[src/rtl/mem_arbiter.sv]
// mem_arbiter: shares one SRAM-style memory bus between the fetch-stage
// instruction port and the mem-stage data port, one transaction at a time.
// Each transaction runs IDLE -> GRANT -> RESP. Contention between the two
// ports is settled round-robin. A transaction that waits too long for
// mem_ready is aborted with err.
//
// Handshake: a port raises *_req and holds it, with its address and data
// stable, until its *_ok pulse. The *_ok pulse lasts one cycle and is the
// only completion indication. On the bus, mem_req stays high until the
// memory answers with mem_ready or the transaction times out. mem_ready is
// ignored whenever no transaction is in GRANT.
module mem_arbiter #(
  parameter int TIMEOUT = 16
) (
  input  logic        clk,
  input  logic        rst,
  input  logic        inst_req,
  input  logic [31:0] inst_addr,
  output logic [31:0] inst_rdata,
  output logic        inst_ok,
  output logic        inst_stall,
  input  logic        data_req,
  input  logic        data_wr,
  input  logic [3:0]  data_wen,
  input  logic [31:0] data_addr,
  input  logic [31:0] data_wdata,
  output logic [31:0] data_rdata,
  output logic        data_ok,
  output logic        data_stall,
  output logic        mem_req,
  output logic        mem_wr,
  output logic [3:0]  mem_wen,
  output logic [31:0] mem_addr,
  output logic [31:0] mem_wdata,
  input  logic [31:0] mem_rdata,
  input  logic        mem_ready,
  output logic        err,
  output logic [1:0]  dbgState
);

  typedef enum logic [1:0] {
    IDLE  = 2'd0,
    GRANT = 2'd1,
    RESP  = 2'd2
  } stateT;

  stateT       state;
  stateT       nextState;
  logic        lastData;   // 1 when the data port was granted most recently
  logic        grantData;  // 1 when the current transaction belongs to the data port
  logic [7:0]  waitCnt;
  logic        anyReq;
  logic        winData;
  logic        timeoutHit;

  assign anyReq     = inst_req | data_req;
  // The data port wins when it is alone, or when both ask and inst went last.
  assign winData    = data_req & (~inst_req | ~lastData);
  assign timeoutHit = (waitCnt == 8'(TIMEOUT - 1)) & ~mem_ready;

  assign inst_stall = inst_req & ~inst_ok;
  assign data_stall = data_req & ~data_ok;
  assign dbgState   = state;

  // State register.
  always_ff @(posedge clk or negedge rst) begin
    if (!rst) state <= IDLE;
    else      state <= nextState;
  end

  // Next-state logic.
  always_comb begin
    nextState = state;
    case (state)
      IDLE:    if (anyReq) nextState = GRANT;
      GRANT:   if (mem_ready || timeoutHit) nextState = RESP;
      RESP:    nextState = IDLE;
      default: nextState = IDLE;
    endcase
  end

  // Bus registers, grant bookkeeping, read-data capture and completion pulses.
  always_ff @(posedge clk or negedge rst) begin
    if (!rst) begin
      lastData   <= 1'b0;
      grantData  <= 1'b0;
      waitCnt    <= 8'd0;
      mem_req    <= 1'b0;
      mem_wr     <= 1'b0;
      mem_wen    <= 4'd0;
      mem_addr   <= 32'd0;
      mem_wdata  <= 32'd0;
      inst_rdata <= 32'd0;
      data_rdata <= 32'd0;
      inst_ok    <= 1'b0;
      data_ok    <= 1'b0;
      err        <= 1'b0;
    end else begin
      // Completion pulses are only ever set for the single RESP cycle.
      inst_ok <= 1'b0;
      data_ok <= 1'b0;
      err     <= 1'b0;
      case (state)
        IDLE: begin
          if (anyReq) begin
            grantData <= winData;
            lastData  <= winData;
            waitCnt   <= 8'd0;
            mem_req   <= 1'b1;
            if (winData) begin
              mem_wr    <= data_wr;
              mem_wen   <= data_wr ? data_wen : 4'd0;
              mem_addr  <= data_addr;
              mem_wdata <= data_wdata;
            end else begin
              mem_wr    <= 1'b0;
              mem_wen   <= 4'd0;
              mem_addr  <= inst_addr;
              mem_wdata <= 32'd0;
            end
          end
        end
        GRANT: begin
          if (mem_ready) begin
            mem_req <= 1'b0;
            mem_wr  <= 1'b0;
            mem_wen <= 4'd0;
            if (grantData) begin
              data_ok <= 1'b1;
              // Writes return nothing, so the last load word stays visible.
              if (!mem_wr) data_rdata <= mem_rdata;
            end else begin
              inst_ok    <= 1'b1;
              inst_rdata <= mem_rdata;
            end
          end else if (timeoutHit) begin
            // Abort: the port still completes, but with err and a zero word.
            mem_req <= 1'b0;
            mem_wr  <= 1'b0;
            mem_wen <= 4'd0;
            err     <= 1'b1;
            if (grantData) begin
              data_ok    <= 1'b1;
              data_rdata <= 32'd0;
            end else begin
              inst_ok    <= 1'b1;
              inst_rdata <= 32'd0;
            end
          end else begin
            waitCnt <= waitCnt + 8'd1;
          end
        end
        default: begin
          // RESP: requests are ignored; the requester advances on this edge.
        end
      endcase
    end
  end

endmodule

[config.mk]
export PLATFORM = sky130hd
export DESIGN_NAME = mem_arbiter
export DESIGN_NICKNAME = d
export VERILOG_FILES = /design/src/rtl/mem_arbiter.sv
export SDC_FILE = /design/constraint.sdc
export NUM_CORES = 1
export LEC_CHECK = 0
export BUFFER_PORTS_ARGS = -buffer_cell sky130_fd_sc_hd__buf_2
export CORE_ASPECT_RATIO = 2
export CORE_MARGIN = 2
export CORE_UTILIZATION = 46
export DETAILED_ROUTE_END_ITERATION = 8
export HOLD_SLACK_MARGIN = 0.08
export PLACE_DENSITY_LB_ADDON = 0.12
export SYNTH_ARGS = -nofsm -noshare
export SYNTH_HDL_FRONTEND = slang
export SYNTH_SLANG_ARGS = --single-unit
[constraint.sdc]
create_clock -name clk -period 2.45 [get_ports clk]
set_input_delay 0.735 -clock clk [delete_from_list [all_inputs] [get_ports clk]]
set_output_delay 0.735 -clock clk [all_outputs]
set_load 0.005 [all_outputs]
==> results of run 1 <==
==> metal layers <==
layer	vias up	wire length, µm	GRT usage [%]
met5	-	0	0
met4	0	488	11.1
met3	37	889	4.53
li1	2186	-	-
met2	211	8150	40.0
met1	2277	5480	26.2
==> registers in the layout, summed over array words and instances (netlist names) <==
register and count:
mem_req 1, grantData 1, mem_wdata 32, dbgState 2
waitCnt 8, mem_wr 1, err 1, data_ok 1
inst_ok 1, mem_addr 32, inst_rdata 32, mem_wen 4
data_rdata 32
==> how the worst max path moves through the flow <==
stage | start | end | cells after the start
detailed placement | waitCnt[4] | inst_rdata[5] | 5
CTS | waitCnt[4] | inst_rdata[15] | 5
global placement | waitCnt[4] | inst_rdata[7] | 5
global route | waitCnt[4] | inst_rdata[15] | 5
finish | waitCnt[4] | inst_rdata[15] | 5
floorplan | data_req | mem_wdata[10] | 6
==> critical path, delay by kind of cell, from the launching register on <==
family	cells	cell delay, ps
flops	1	430
compound gates	2	500
simple gates	2	870
buf+inv	1	260
==> area by class of cell <==
cell class                      instances  area (µm²)
Sequential cell                       148        3700
Multi-Input combinational cell        251        1860
Inverter                                4        15.0
Clock buffer                           18         439
Timing Repair Buffer                  294        1560
Tap cell                              147         184
Fill cell                             992        4250
Clock inverter                         14         115
==> layout by cell type, fill, tap and decap left out, types with 2 or more instances in the layout <==
cell        instances
buf_2             277
clkbuf_16          17
inv_6               6
o31ai_1             2
o21ai_0            37
nor2_1              3
clkinv_2            2
inv_1               4
a32o_1              4
buf_4              13
buf_12              3
mux2i_1            32
o211ai_1            3
a22o_1             97
clkinv_4            3
dfrtp_1           148
clkinvlp_4          2
nor2b_1             4
nand2_1            35
nand3_1             9
and2_1              2
==> power groups by stage <==
stage / clock, mW / sequential (mW) / combinational [mW]
after floorplan: 0 / 4.22 / 1.59
after CTS: 2.47 / 4.17 / 3.39
after detailed placement: 0 / 4.19 / 3.38
final: 2.41 / 4.16 / 3.34
after global placement: 0 / 4.15 / 3.28
after global routing: 2.59 / 4.30 / 3.72
==> logic make-up after synthesis <==
kind of cell             after synthesis
AND/OR/NAND/NOR                       66
AO/OA/AOI/OAI                        151
adder cells (fa/ha/maj)                1
flip-flops                           148
multiplexers                          32
buffers and inverters                 38
XOR/XNOR                               1
==> impl_results.md, run 1 <==
- Post-synthesis mux area share: 5.62%
- Period minus WS final: 2190 ps
- Final Cell Area: 7870 µm²
- Clock buffer depth: 2
- Synth Area in Adders: 0.219%
- Fin crit share: 89.4%
- CP arrival: 2480 ps
- Post-cts sizing count: 0
- Ports: 279
- Crit Path Max Fanout: 33
- Final worst setup slack: 260 ps
- Share of cells above drive strength 1: 45.7%
- Initial antenna violation count: 0
- Setup TNS: 0 ps
- Leak Pwr: 4.26 nW
- Num rows: 57
- CP Cell Sequence: or4_4 > o21ba_1 > or3_1 > buf_4 > a22o_1
- Mapped cell area: 5700 µm²
- WL final: 15000 µm
- First-pass GRT wire length: 23600 µm
- Max-Cap Viols: 0
- Slowest CP cell: or4_4
- H-tree Lvls: 4
- Gr usage total: 23.0%
- HPWL after detailed placement: 11000 µm
- Die Ht: 161 µm
- Most common cell in the netlist: dfrtp_1
- Flop-to-flop setup slack: 260 ps
- Port buffer count: 278
- Pwr dens: 1260 nW/µm²
- Hold Slack: 256 ps
- Synth top cells by count: dfrtp_1, a22o_1, o21ai_0
- Synth Warn #: 0
- Worst r2r dst: inst_rdata[15]
- Slew @ Worst Pin: 479 ps
- CTS sink count: 148
- Largest family of logic cells by synthesized area: compound AO/OA/AOI/OAI gates
- Switch Pwr: 3.32 mW
- Setup crit start kind: register
- Dpl cells: 844
- Routed wire per std cell: 17.1 µm
- Internal power: 6.59 mW
- Remaining Overflow, GRT: 0
- Mean Syn Cell Area: 13.0 µm²
- Final nets: 855
- Synth Area in XOR/XNOR: 0.154%
- Clock Power Share: 24.3%
- Core ar.: 12100 µm²
- CTS tree: built
- DR iter-0 viols: 198
- Sequential power share: 42.0%
- Skew final: 11.3 ps
- Final Util: 64.9%
- Synth top area share: 65.0%
- Hold Violations, Final: 0
- R2r worst-path depth: 5
- Number of cells in the finished layout apart from fillers: 876
- Post-synthesis cell type count: 38
- # DRC: 0
- Synth top area cells: dfrtp_1, a22o_1, mux2i_1
- Crit path required time: 2740 ps
- Post-CTS setup buffers: 0
- Comb pwr share: 33.7%
- Unrepaired setup endpoints after global routing: false
- Ys async rst share: 100%
- Vias: 4711
- Post-synthesis cell count: 437
- Vias in the first global route: 4803
- WS Path Type: register to register
- Post-Synth Simple-Gate Area: 5.55%
- CP endpoint kind: register
- VDD IR max: 0.000643 V
- 1st-pass router iterations: 6
- Worst R2R Start: waitCnt[4]
- Worst slack at placement: 288 ps
- Clock Pin Slew Worst Setup and Hold Paths: 70 ps
- Inserted Clock Buffers: 17
- Initial Utilization: 47.0%
- Clock root buffer: clkbuf_16
- Syn-to-layout area delta: 38.1%
- DRT antenna net count: 0
- Slew Limit Fails: 0
- Largest net degree at the start of global routing: 58
- Routed vias/inst: 5.38
- Max Clock Freq: 457 MHz
- Max stage delay on crit path: 570 ps
- Syn Nets: 576
- Synth Flop Type: dfrtp_1
- Post-synth EDFFs: 0
- Sw frac: 33.5%
- Status: complete, no violations
- Synth Area in Compound Gates: 20.5%
- Number of synthesized register bits: 148
- GP Congestion: 0.917
- Die Footprint: 13400 µm²
- Seq/Total Area, Yosys: 65.0%
- Clk_lat worst skew: 410 ps
- Hold buffer count at cts: 0
- Relative slew slack: 68.1%
- Placed cell area: 7320 µm²
- N_diodes: 0
- Power, Total: 9.91 mW
- Worst hold path type: input port to async pin
- Final setup fails: 0
- Width of the die: 82.7 µm
- Synth area leader: dfrtp_1
Power figures use the tool's default switching activity.
==> inputs of run 2 (changes only) <==
- BUFFER_PORTS_ARGS: -buffer_cell sky130_fd_sc_hd__buf_2 -> -buffer_cell sky130_fd_sc_hd__buf_4
==> run 2 against run 1 <==
Net effect: non-clock buffer count is 1 higher; register-to-register slack worse by 60 ps; die area stayed put; final cell count is 0.11% higher; combinational power is 20% higher; maximum frequency is 2.7% lower; routed wire length is 9.0% higher; largest cell class unchanged; global-route usage is 1.8 points higher; sequential cell count stayed put.
==> impl_results.md, run 2 (synthesis gave the netlist of run 1 again) <==
- Status: complete, no violations
- DRT antenna net count: 0
- Relative slew slack: 68.4%
- DR iter-0 viols: 280
- Most frequent cells in the layout: buf_4, dfrtp_1, a22o_1, o21ai_0, nand2_1
- Syn-to-layout area delta: 51.5%
- H-tree Lvls: 4
- Remaining Overflow, GRT: 0
- R2r worst-path depth: 5
- Crit Path Max Fanout: 33
- Final worst setup slack: 199 ps
- Final Cell Area: 8630 µm²
- Post-cts sizing count: 0
- Skew final: 12.7 ps
- Max-Cap Viols: 0
- Hold buffer count at cts: 0
- Most common cell after layout, fill and taps aside: buf_4
- Largest net degree at the start of global routing: 48
- Routed wire per std cell: 18.7 µm
- Fin crit share: 91.9%
- Power, Total: 10.9 mW
- Inserted Clock Buffers: 17
- Gr usage total: 24.9%
- Period minus WS final: 2250 ps
- Share of cells above drive strength 1: 45.6%
- CP endpoint kind: register
- Slew @ Worst Pin: 473 ps
- Clock root buffer: clkbuf_16
- Clk_lat worst skew: 410 ps
- Pwr dens: 1260 nW/µm²
- Unrepaired setup endpoints after global routing: false
- 1st-pass router iterations: 4
- Worst hold path type: input port to async pin
- CP arrival: 2540 ps
- GR Util met3: 5.75%
- CTS sink count: 148
- Ports: 279
- WL final: 16400 µm
- Final Util: 71.2%
- VDD IR max: 0.000769 V
- HPWL after detailed placement: 11800 µm
- Core ar.: 12100 µm²
- Die Ht: 161 µm
- GP Congestion: 0.841
- Clock buffer depth: 2
- Routed vias/inst: 5.49
- Initial antenna violation count: 0
- Hold Violations, Final: 0
- Setup TNS: 0 ps
- Worst slack at placement: 252 ps
- Width of the die: 82.7 µm
- CTS tree: built
- Die Footprint: 13400 µm²
- Clock Pin Slew Worst Setup and Hold Paths: 60 ps
- M1 GR Usage: 26.4%
- Num rows: 57
- Vias in the first global route: 5015
- Port buffer count: 278
- Final nets: 856
- Setup crit start kind: register
- Slew Limit Fails: 0
- Leak Pwr: 4.46 nW
- N_diodes: 0
- First-pass GRT wire length: 25200 µm
- Grt met2 use: 45.0%
- Max Clock Freq: 444 MHz
- Initial Utilization: 47.0%
- Post-CTS setup buffers: 0
- WS Path Type: register to register
- Final setup fails: 0
- Vias: 4817
- Crit path required time: 2740 ps
- Gr busiest metal: met2
- Placed cell area: 8030 µm²
- # DRC: 0
-- run 2: cell types whose count changed in the layout (fill, tap and decap cells not counted), moves of 2 or more --
cell       before  now
buf_2         277    0
buf_4          13  290
bufinv_16       0    3
inv_6           6    4
-- run 2: final cells by class --
| class | count | area, µm² |
|---|---|---|
| Tap cell | 147 | 184 |
| Timing Repair Buffer | 295 | 2270 |
| Clock inverter | 14 | 175 |
| Inverter | 4 | 15.0 |
| Multi-Input combinational cell | 251 | 1860 |
| Clock buffer | 18 | 429 |
| Fill cell | 898 | 3490 |
| Sequential cell | 148 | 3700 |
-- run 2: critical path, stage by stage (launching register included) --
cell and delay [ps]:
dfrtp_1 450, or4_4 580, o21ba_1 220, or3_1 320
buf_4 260, a22o_1 290
-- run 2: layer usage --
| layer | vias up | share of wire [%] |
|---|---|---|
| li1 | 2181 | - |
| met1 | 2376 | 34 |
| met2 | 222 | 56 |
| met3 | 38 | 6.6 |
| met4 | 0 | 3.2 |
| met5 | - | 0 |
-- run 2: per-stage QoR --
step | std cells | hold slack [ps]
finish | 877 | 253
CTS | 877 | 252
global placement | 845 | 465
detailed placement | 845 | 472
global route | 877 | 271
floorplan | 437 | 437
-- run 2: power breakdown --
part | internal [mW] | switching, mW
clock | 1.61 | 1.03
sequential | 3.53 | 0.694
combinational | 2.33 | 1.67
total | 7.47 | 3.40
-- run 2: worst paths after layout --
check / startpoint / to / slack, ps
worst min-delay path: rst / data_rdata[17] / 250
min in group clk: mem_addr[4] / mem_addr[4] / 480
worst min register to register: mem_addr[4] / mem_addr[4] / 480
worst max-delay path: waitCnt[4] / inst_rdata[5] / 200
worst max register to register: waitCnt[4] / inst_rdata[5] / 200
max in group asynchronous: rst / data_rdata[13] / 1570
